File: config.mk
export PLATFORM = sky130hd
export DESIGN_NAME = alu_md_unit
export DESIGN_NICKNAME = d
export VERILOG_FILES = /design/src/rtl/alu_pkg.sv /design/src/rtl/muldiv_seq.sv /design/src/rtl/alu_md_unit.sv
export SDC_FILE = /design/constraint.sdc
export NUM_CORES = 1
export LEC_CHECK = 0
export ABC_CLOCK_PERIOD_IN_PS = 3900
export CORE_MARGIN = 3
export CORE_UTILIZATION = 45
export DETAILED_ROUTE_END_ITERATION = 8
export PLACE_DENSITY = 0.66
export SLEW_MARGIN = 40
export SYNTH_ARGS = -nofsm -noshare
export SYNTH_HDL_FRONTEND = slang
export SYNTH_HIERARCHICAL = 1
export SYNTH_SLANG_ARGS = --single-unit
File: constraint.sdc
create_clock -name clk -period 3.9 [get_ports clk]
set_input_delay 0.39 -clock clk [delete_from_list [all_inputs] [get_ports clk]]
set_output_delay 0.39 -clock clk [all_outputs]
set_load 0.005 [all_outputs]
File: src/rtl/alu_pkg.sv
// Shared definitions for the EX-stage ALU and its iterative multiply/divide engine:
// op codes, sequencer state encoding and the iteration counter width helper.
package alu_pkg;

    localparam logic [3:0] ALU_AND   = 4'b0000;
    localparam logic [3:0] ALU_OR    = 4'b0001;
    localparam logic [3:0] ALU_ADD   = 4'b0010;
    localparam logic [3:0] ALU_SLT   = 4'b0011;
    localparam logic [3:0] ALU_XOR   = 4'b0100;
    localparam logic [3:0] ALU_SUB   = 4'b0110;
    localparam logic [3:0] ALU_GTU   = 4'b0111;
    localparam logic [3:0] ALU_MULTU = 4'b1000;
    localparam logic [3:0] ALU_MULT  = 4'b1001;
    localparam logic [3:0] ALU_DIVU  = 4'b1010;
    localparam logic [3:0] ALU_DIV   = 4'b1011;
    localparam logic [3:0] ALU_NOR   = 4'b1100;
    localparam logic [3:0] ALU_MFHI  = 4'b1101;
    localparam logic [3:0] ALU_MFLO  = 4'b1110;

    typedef enum logic [1:0] {
        ST_IDLE = 2'd0,
        ST_BUSY = 2'd1,
        ST_FIX  = 2'd2
    } md_state_t;

    // Counter only has to reach WIDTH-1 iterations.
    function automatic int unsigned cnt_width(input int unsigned w);
        return (w > 1) ? $clog2(w) : 1;
    endfunction

endpackage

File: src/rtl/muldiv_seq.sv
// Iterative multiply/divide engine: one shift-add or restoring-divide step per cycle
// over operand magnitudes, followed by a single sign-correction (FIX) cycle.
module muldiv_seq
    import alu_pkg::*;
#(
    parameter int unsigned WIDTH = 32
) (
    input  logic             clk,
    input  logic             reset,
    input  logic             start,
    input  logic [3:0]       op,
    input  logic [WIDTH-1:0] operand_1,
    input  logic [WIDTH-1:0] operand_2,
    output logic             busy,
    output logic             done,
    output logic [WIDTH-1:0] res_hi,
    output logic [WIDTH-1:0] res_lo
);

    localparam int unsigned CW = cnt_width(WIDTH);

    md_state_t        state, state_next;
    logic [CW-1:0]    cnt;
    logic [WIDTH-1:0] r_hi, r_lo, op_mag, dividend;
    logic             is_div, is_signed, sign_a, sign_b, b_zero;

    logic             start_div, start_signed;
    logic [WIDTH-1:0] mag_1, mag_2;
    logic [WIDTH:0]   mul_sum, div_shift, div_trial;
    logic [2*WIDTH-1:0] prod;
    logic [WIDTH-1:0] quot, rem;

    assign start_div    = (op == ALU_DIVU) || (op == ALU_DIV);
    assign start_signed = (op == ALU_MULT) || (op == ALU_DIV);
    assign mag_1 = (start_signed && operand_1[WIDTH-1]) ? -operand_1 : operand_1;
    assign mag_2 = (start_signed && operand_2[WIDTH-1]) ? -operand_2 : operand_2;

    assign busy = (state != ST_IDLE);
    assign done = (state == ST_FIX);

    always_ff @(posedge clk) begin
        if (reset) state <= ST_IDLE;
        else       state <= state_next;
    end

    always_comb begin
        state_next = state;
        case (state)
            ST_IDLE: if (start) state_next = ST_BUSY;
            ST_BUSY: if (cnt == CW'(WIDTH - 1)) state_next = ST_FIX;
            ST_FIX:  state_next = ST_IDLE;
            default: state_next = ST_IDLE;
        endcase
    end

    // r_hi:r_lo is the product accumulator (multiply) or remainder:quotient (divide)
    assign mul_sum   = {1'b0, r_hi} + (r_lo[0] ? {1'b0, op_mag} : '0);
    assign div_shift = {r_hi, r_lo[WIDTH-1]};
    assign div_trial = div_shift - {1'b0, op_mag};

    always_ff @(posedge clk) begin
        if (reset) begin
            cnt       <= '0;
            r_hi      <= '0;
            r_lo      <= '0;
            op_mag    <= '0;
            dividend  <= '0;
            is_div    <= 1'b0;
            is_signed <= 1'b0;
            sign_a    <= 1'b0;
            sign_b    <= 1'b0;
            b_zero    <= 1'b0;
        end else begin
            case (state)
                ST_IDLE: begin
                    if (start) begin
                        cnt       <= '0;
                        r_hi      <= '0;
                        r_lo      <= start_div ? mag_1 : mag_2;
                        op_mag    <= start_div ? mag_2 : mag_1;
                        dividend  <= operand_1;
                        is_div    <= start_div;
                        is_signed <= start_signed;
                        sign_a    <= operand_1[WIDTH-1];
                        sign_b    <= operand_2[WIDTH-1];
                        b_zero    <= (operand_2 == '0);
                    end
                end
                ST_BUSY: begin
                    cnt <= cnt + 1'b1;
                    if (is_div) begin
                        if (!div_trial[WIDTH]) begin
                            r_hi <= div_trial[WIDTH-1:0];
                            r_lo <= {r_lo[WIDTH-2:0], 1'b1};
                        end else begin
                            r_hi <= div_shift[WIDTH-1:0];
                            r_lo <= {r_lo[WIDTH-2:0], 1'b0};
                        end
                    end else begin
                        r_hi <= mul_sum[WIDTH:1];
                        r_lo <= {mul_sum[0], r_lo[WIDTH-1:1]};
                    end
                end
                default: ;
            endcase
        end
    end

    // Most-negative / -1 needs no special case: the wrapped negation yields it.
    always_comb begin
        prod = {r_hi, r_lo};
        quot = r_lo;
        rem  = r_hi;
        if (is_signed && (sign_a ^ sign_b)) begin
            prod = -prod;
            quot = -quot;
        end
        if (is_signed && sign_a) rem = -rem;

        res_hi = prod[2*WIDTH-1:WIDTH];
        res_lo = prod[WIDTH-1:0];
        if (is_div) begin
            res_hi = rem;
            res_lo = quot;
            if (b_zero) begin
                res_hi = dividend;
                res_lo = '1;
            end
        end
    end

endmodule

File: src/rtl/alu_md_unit.sv
// Registered EX-stage ALU with valid/ready handshake, architectural HI/LO registers
// and an attached iterative multiply/divide engine that stalls acceptance while busy.
module alu_md_unit
    import alu_pkg::*;
#(
    parameter int unsigned WIDTH = 32
) (
    input  logic             clk,
    input  logic             reset,
    input  logic             in_valid,
    output logic             in_ready,
    input  logic [3:0]       alu_op,
    input  logic [WIDTH-1:0] operand_1,
    input  logic [WIDTH-1:0] operand_2,
    output logic             out_valid,
    input  logic             out_ready,
    output logic [WIDTH-1:0] out,
    output logic             zero,
    output logic             overflow,
    output logic [WIDTH-1:0] hi,
    output logic [WIDTH-1:0] lo
);

    logic             accept, is_md, md_start, md_busy, md_done;
    logic [WIDTH-1:0] md_hi, md_lo, alu_res, sum, diff;
    logic             alu_ovf;

    assign is_md = (alu_op == ALU_MULTU) || (alu_op == ALU_MULT) ||
                   (alu_op == ALU_DIVU)  || (alu_op == ALU_DIV);
    assign in_ready = !md_busy && (!out_valid || out_ready);
    assign accept   = in_valid && in_ready;
    assign md_start = accept && is_md;

    muldiv_seq #(.WIDTH(WIDTH)) u_muldiv (
        .clk       (clk),
        .reset     (reset),
        .start     (md_start),
        .op        (alu_op),
        .operand_1 (operand_1),
        .operand_2 (operand_2),
        .busy      (md_busy),
        .done      (md_done),
        .res_hi    (md_hi),
        .res_lo    (md_lo)
    );

    always_comb begin
        sum     = operand_1 + operand_2;
        diff    = operand_1 - operand_2;
        alu_res = sum;
        alu_ovf = 1'b0;
        case (alu_op)
            ALU_AND:  alu_res = operand_1 & operand_2;
            ALU_OR:   alu_res = operand_1 | operand_2;
            ALU_XOR:  alu_res = operand_1 ^ operand_2;
            ALU_NOR:  alu_res = ~(operand_1 | operand_2);
            ALU_GTU:  alu_res = {{(WIDTH-1){1'b0}}, (operand_1 > operand_2)};
            ALU_SLT:  alu_res = {{(WIDTH-1){1'b0}}, ($signed(operand_1) < $signed(operand_2))};
            ALU_MFHI: alu_res = hi;
            ALU_MFLO: alu_res = lo;
            ALU_SUB: begin
                alu_res = diff;
                alu_ovf = (operand_1[WIDTH-1] != operand_2[WIDTH-1]) &&
                          (diff[WIDTH-1] != operand_1[WIDTH-1]);
            end
            default: begin
                alu_res = sum;
                alu_ovf = (operand_1[WIDTH-1] == operand_2[WIDTH-1]) &&
                          (sum[WIDTH-1] != operand_1[WIDTH-1]);
            end
        endcase
    end

    always_ff @(posedge clk) begin
        if (reset) begin
            out_valid <= 1'b0;
            out       <= '0;
            zero      <= 1'b1;
            overflow  <= 1'b0;
            hi        <= '0;
            lo        <= '0;
        end else if (md_done) begin
            hi        <= md_hi;
            lo        <= md_lo;
            out       <= md_lo;
            zero      <= (md_lo == '0);
            overflow  <= 1'b0;
            out_valid <= 1'b1;
        end else if (accept && !is_md) begin
            out       <= alu_res;
            zero      <= (alu_res == '0);
            overflow  <= alu_ovf;
            out_valid <= 1'b1;
        end else if (md_start || (out_valid && out_ready)) begin
            out_valid <= 1'b0;
        end
    end

endmodule
## Word level (Yosys, flattened, before mapping)

Cells that the tools add are included.

| cells by class | value |
|---|---|
| add/sub/neg operators | 10 |
| order comparisons | 2 |
| equal/unequal tests | 21 |
| multiplexer cells | 34 |
| bitwise logic cells | 5 |
| reduce and logical (&&, ||, !) cells | 35 |

Operator list:

| cell | number |
|---|---|
| $mux 32 | 18 |
| $pmux 32 s9 | 1 |
| $neg 32->32 | 4 |
| $pmux 32 s2 | 2 |
| $logic_not 32->1 | 3 |
| $mux 64 | 1 |
| $neg 64->64 | 1 |
| $add 32x33->33 | 1 |
| $sub 33x32->33 | 1 |
| $add 32x32->32 | 1 |
| $and 32x32->32 | 1 |
| $gt 32x32->1 | 1 |
| $lt 32x32->1 | 1 |
| $not 32->32 | 1 |
| $or 32x32->32 | 1 |
| $sub 32x32->32 | 1 |
| $xor 32x32->32 | 1 |
| $eq 4x4->1 const B | 7 |
| $eq 4x3->1 const B | 3 |
| $logic_and 1x1->1 | 11 |
| $pmux 5 s2 | 1 |
| $reduce_or 8->1 | 1 |
| $logic_or 1x1->1 | 7 |
| $mux 1 | 6 |
| other kinds (22) | 31 |

| word-level totals | value |
|---|---|
| register bits | 239 |
| output and inout bits | 100 |
| word-level logic and storage cells | 124 |

## Logic depth before layout (Yosys ltp)

| depth | value |
|---|---|
| depth in word-level cells | 9 |
| depth in mapped cells | 15 |
| depth with buffers taken out | 15 |

## Modules after synthesis

The synthesis kept the hierarchy.

By module, submodules not included:

| module | instances | cells an instance | area an instance (um^2) | sequential area each (um^2) |
|---|---|---|---|---|
| muldiv_seq | 1 | 1970 | 13828.3 | 2782.7 |
| alu_md_unit | 1 | 1412 | 10153.5 | 1981.9 |

## Least setup slack after synthesis

OpenSTA, ideal clock, no wires.

| path | value |
|---|---|
| path type | input -> register |
| from | input port operand_1[0] |
| to | register zero |
| arrival | 3681 ps |
| required time | 3816 ps |
| path slack | 135 ps |
| stages | 13 |
| path buffers | 0 |
| cells stage by stage | ha_1 -> fa_1 -> a21o_1 -> a221oi_4 -> o21ai_2 -> a21bo_1 -> a221o_1 -> a221o_1 -> a221oi_2 -> and4b_1 -> nand4_1 -> or4_1 -> o31ai_2 |

| between the ends | value |
|---|---|
| longest elaborated chain between the ends | 6 |

Ends and longest elaborated chain:

| item | line | source |
|---|---|---|
| start: declaration | alu_md_unit.sv:13 | `input logic [WIDTH-1:0] operand_1,` |
| branches (longest 2 deep; another with $add 32x32->32) | n/a |  |
| $pmux 32 s9 * | alu_md_unit.sv:52 | `case (alu_op)` |
| $logic_not 32->1 * | alu_md_unit.sv:91 | `zero <= (alu_res == '0);` |
| $mux 1 * | alu_md_unit.sv:89 | `end else if (accept && !is_md) begin` |
| $mux 1 * | alu_md_unit.sv:82 | `end else if (md_done) begin` |
| end signal: assignment | alu_md_unit.sv:86 | `zero <= (md_lo == '0);` |
| end signal: assignment | alu_md_unit.sv:91 |  |
| end: declaration | alu_md_unit.sv:18 | `output logic zero,` |

Every way passes the cells marked *. The select of a mux whose other input is x is not followed.
A chain may end at the register's enable or synchronous reset.

## Worst setup path in the final report

| path | value |
|---|---|
| from | input port operand_2[10] |
| to | register zero |

| between the ends | value |
|---|---|
| longest elaborated chain between the ends | 6 |

Ends and longest elaborated chain:

| item | line | source |
|---|---|---|
| start: declaration | alu_md_unit.sv:14 | `input logic [WIDTH-1:0] operand_2,` |
| branches (longest 2 deep; another with $add 32x32->32) | n/a |  |
| $pmux 32 s9 * | alu_md_unit.sv:52 |  |
| $logic_not 32->1 * | alu_md_unit.sv:91 |  |
| $mux 1 * | alu_md_unit.sv:89 |  |
| $mux 1 * | alu_md_unit.sv:82 |  |

Marked as above.

==> results.md <==
* Total routed wirelength at 116,000 um
* Share of cells above drive strength 1 at between 10% and 20%
* Mean post-synth cell area at 7.09 sq um
* Final hold vios at 0
* Final Power at between 0.009 and 0.01 W
* DPL Wire Length at about 91,000 um
* Worst Path Required at between 4 and 5 ns
* Synth warn at 6
* Gpl congestion at between 1 and 1.5
* Synth cell types at slightly below 100
* RSZ-0062 raised after global routing: true
* Area growth from synthesis to layout at 31.6%
* Non-filler cells, final at ~4,600
* Die Y at approximately 240 um
* Main synth FF type: dfxtp_1
* CP dominant cell by count: buf_4
* Syn Inst Count at 3,382
* Final setup fails at 2
* Worst-path fanout max at 7
* CP Capture Type: flip-flop
* CTS Hold Bufs at 0
* Final Slew Violations at 0
* Relative slew slack at a little over two fifths
* Leading cell type in the layout, fill and taps excluded: buf_4
* Max Cap Violations at 0
* Final worst slack at -0.0756 ns
* Power Density at ~290 mW/mm^2
* Sink Count at around 240
* First DRT Iteration DRCs at 3,327
* Synthesized cell area at about 0.024 sq mm
* Number of I/O port buffers at ~170
* DR vias/cell at between 6 and 7
* Die Wd at 237 um
* H-tree depth at 1
* Area contributors post-synth: dfxtp_1 20%, ha_1 8.7%, a21oi_1 7.3%
* WP data arrival at roughly 4.5 ns
* Status: complete, but fails checks
* Initial Utilization at 46.1%
* Cell breakdown of the critical path: clkdlybuf4s50_1 > inv_1 > ha_1 > buf_4 > inv_1 > buf_4 > o2111ai_1 > nand3_1 > buf_4 > nor2_1 > o311ai_0 > a211oi_2 > nand4_1 > nor4_4 > buf_4 > nand4_1 > or4_4 > o31ai_4
* Synthesized Nets at ~3,600
* Die area at between 0.05 and 0.06 sq mm
* Clk Latency, worst-skew pair at between 0.5 and 0.6 ns
* Cell Count Post-Placement at 4,539
* Maximum number of pins on one net before global-route repair at ~130
* WS Path Type: in2reg
* Clock skew at about 0.017 ns
* Seq/Total Area, Yosys at ~20%
* Number of global-route vias before repair at 27,600
* Crit-path max cell delay at roughly 0.51 ns
* Asr flop ratio synth at 0%
* CP startpoint kind: input port
* Hold crit path type: in2reg
* Drc violations at 0
* Pleak at around 13 nW
* Max VDD drop at between 0.0003 and 0.0004 V
* Post-route minimum period at 3.98 ns
* Dpl ws at -1.23 ns
* Tightest Pin Transition at between 0.8 and 0.9 ns
* Yosys top cell by area: dfxtp_1
* CTS Buffer Depth at 3
* TritonCTS buffer count at 29
* Yosys top cell area share at roughly 20%
* Via count at 29,200
* Placement row count at 83
* Clock root buffer: clkbuf_16
* Layout Nets at roughly 4,200
* Core ar. at 0.0520 sq mm
* Top-Level Pins at 172
* Synthesized flop and latch total at 238
* Most frequent cells in the layout: 560 x buf_4, 411 x nand2_1, 338 x a21oi_1, 336 x nor2_1, 235 x dfxtp_1
* ANT nets after route at 0
* Number of synthesized flops with an enable pin at 0
* Wire per inst at between 20 and 30 um
* Period utilisation layout at 102%
* TritonCTS clock tree: yes
* Maximum clock rate at 0.252 GHz
* Initial antenna violation count at 2
* Failing checks: negative setup slack
* Worst path slowest cell: clkdlybuf4s50_1
* First-pass GRT wire length at around 170,000 um
* Pre-antenna DRT Iters at 7
* Total GRT Usage at 38.9%
* Util after Layout at approximately three fifths
* Grt ovf at 0
* Worst-path clk slew at 0.06 ns
worst max-delay path, delay by kind of cell:
kind / cells / cell delay, ns
buffers and inverters: 7 / 1.40
and+or+nand+nor: 6 / 1.46
AOI/OAI and AO/OA: 4 / 0.85
adders and majority gates: 1 / 0.35
stage by stage:
step	area (sq um)	hold slack [ns]	TNS [ns]
3_3_place_gp	29900	0.441	-5.40
6_report	31600	0.0534	-0.117
2_1_floorplan	24000	0.426	0
4_1_cts	31200	0.0380	0
3_5_place_dp	29900	0.447	-5.77
5_1_grt	31600	0.0467	-0.672
flip-flops by register name, summed over array words and instances (netlist names):
signal,flops
hi,32
lo,32
out,32
out_valid,1
overflow,1
u_muldiv/b_zero,1
u_muldiv/cnt,5
u_muldiv/dividend,32
u_muldiv/is_div,1
u_muldiv/is_signed,1
u_muldiv/op_mag,32
u_muldiv/r_hi,32
u_muldiv/r_lo,32
u_muldiv/sign_b,1
u_muldiv/state,2
zero,1
final cells by class:
class | count | area, sq um
sequential | 238 | 4770
inverter | 169 | 638
clock buffer | 37 | 796
clock inverter | 15 | 238
multi-input combinational | 2734 | 18100
tap | 680 | 851
timing repair buffer | 744 | 6120
antenna | 1 | 2.50
fill | 4866 | 20500
cell usage after synthesis (37+ instances only):
| cell type | n |
|---|---|
| nand2_1 | 414 |
| nor3_1 | 75 |
| a21o_1 | 48 |
| nor2_1 | 339 |
| a22oi_1 | 40 |
| nand3_1 | 48 |
| dfxtp_1 | 238 |
| mux2i_1 | 118 |
| nor4_1 | 37 |
| inv_1 | 168 |
| o211ai_1 | 61 |
| ha_1 | 166 |
| o31ai_1 | 43 |
| a21oi_1 | 351 |
| xnor2_1 | 114 |
| xor2_1 | 94 |
| o21ai_0 | 196 |
| a211oi_1 | 83 |
| clkbuf_1 | 192 |
per-layer routing:
metal / share of wire [%] / up-vias / global-route usage, % / wire length (um)
met5: 0 / - / 0 / 0
li1: - / 13300 / - / -
met2: 42 / 1634 / 58.9 / 49200
met1: 41 / 14000 / 51.4 / 47400
met3: 8.6 / 338 / 6.09 / 9950
met4: 8.0 / 0 / 25.1 / 9290
final timing paths:
| path | startpoint | to | slack (ns) | depth (start not counted) |
|---|---|---|---|---|
| setup / recovery | operand_2[10] | zero$_SDFFE_PP1P_ | -0.08 | 18 |
| setup reg to reg | u_muldiv/r_hi[0]$_SDFFE_PP0P_ | hi[28]$_SDFFE_PP0P_ | -0.04 | 14 |
| hold / removal | reset | lo[13]$_SDFFE_PP0P_ | 0.05 | 2 |
| hold reg to reg | u_muldiv/op_mag[15]$_SDFFE_PP0P_ | u_muldiv/op_mag[15]$_SDFFE_PP0P_ | 0.46 | 2 |
what timing repair did:
action	in CTS	in global routing
hold endpoints to repair	0	0
resized for setup	33	70
setup endpoints to repair	3	17
buffers inserted	16	11
pin swaps	13	20
cell families after synthesis:
| kind of cell | after synthesis | synth area share [%] |
|---|---|---|
| buffers and inverters | 410 | 6.65 |
| muxes | 131 | 5.58 |
| xor gates and xnor gates | 208 | 7.60 |
| DFF | 238 | 19.9 |
| and+or+nand+nor | 1137 | 21.8 |
| AOI/OAI and AO/OA | 1088 | 29.5 |
| adders and majority gates | 170 | 8.99 |
report_power, final:
group          internal, W  switching, W  total (W)
logic              0.00155       0.00202    0.00358
clock network      0.00183       0.00119    0.00302
registers          0.00252     0.0000904    0.00261
total              0.00590       0.00330    0.00921
Power figures use the tool's default switching activity.
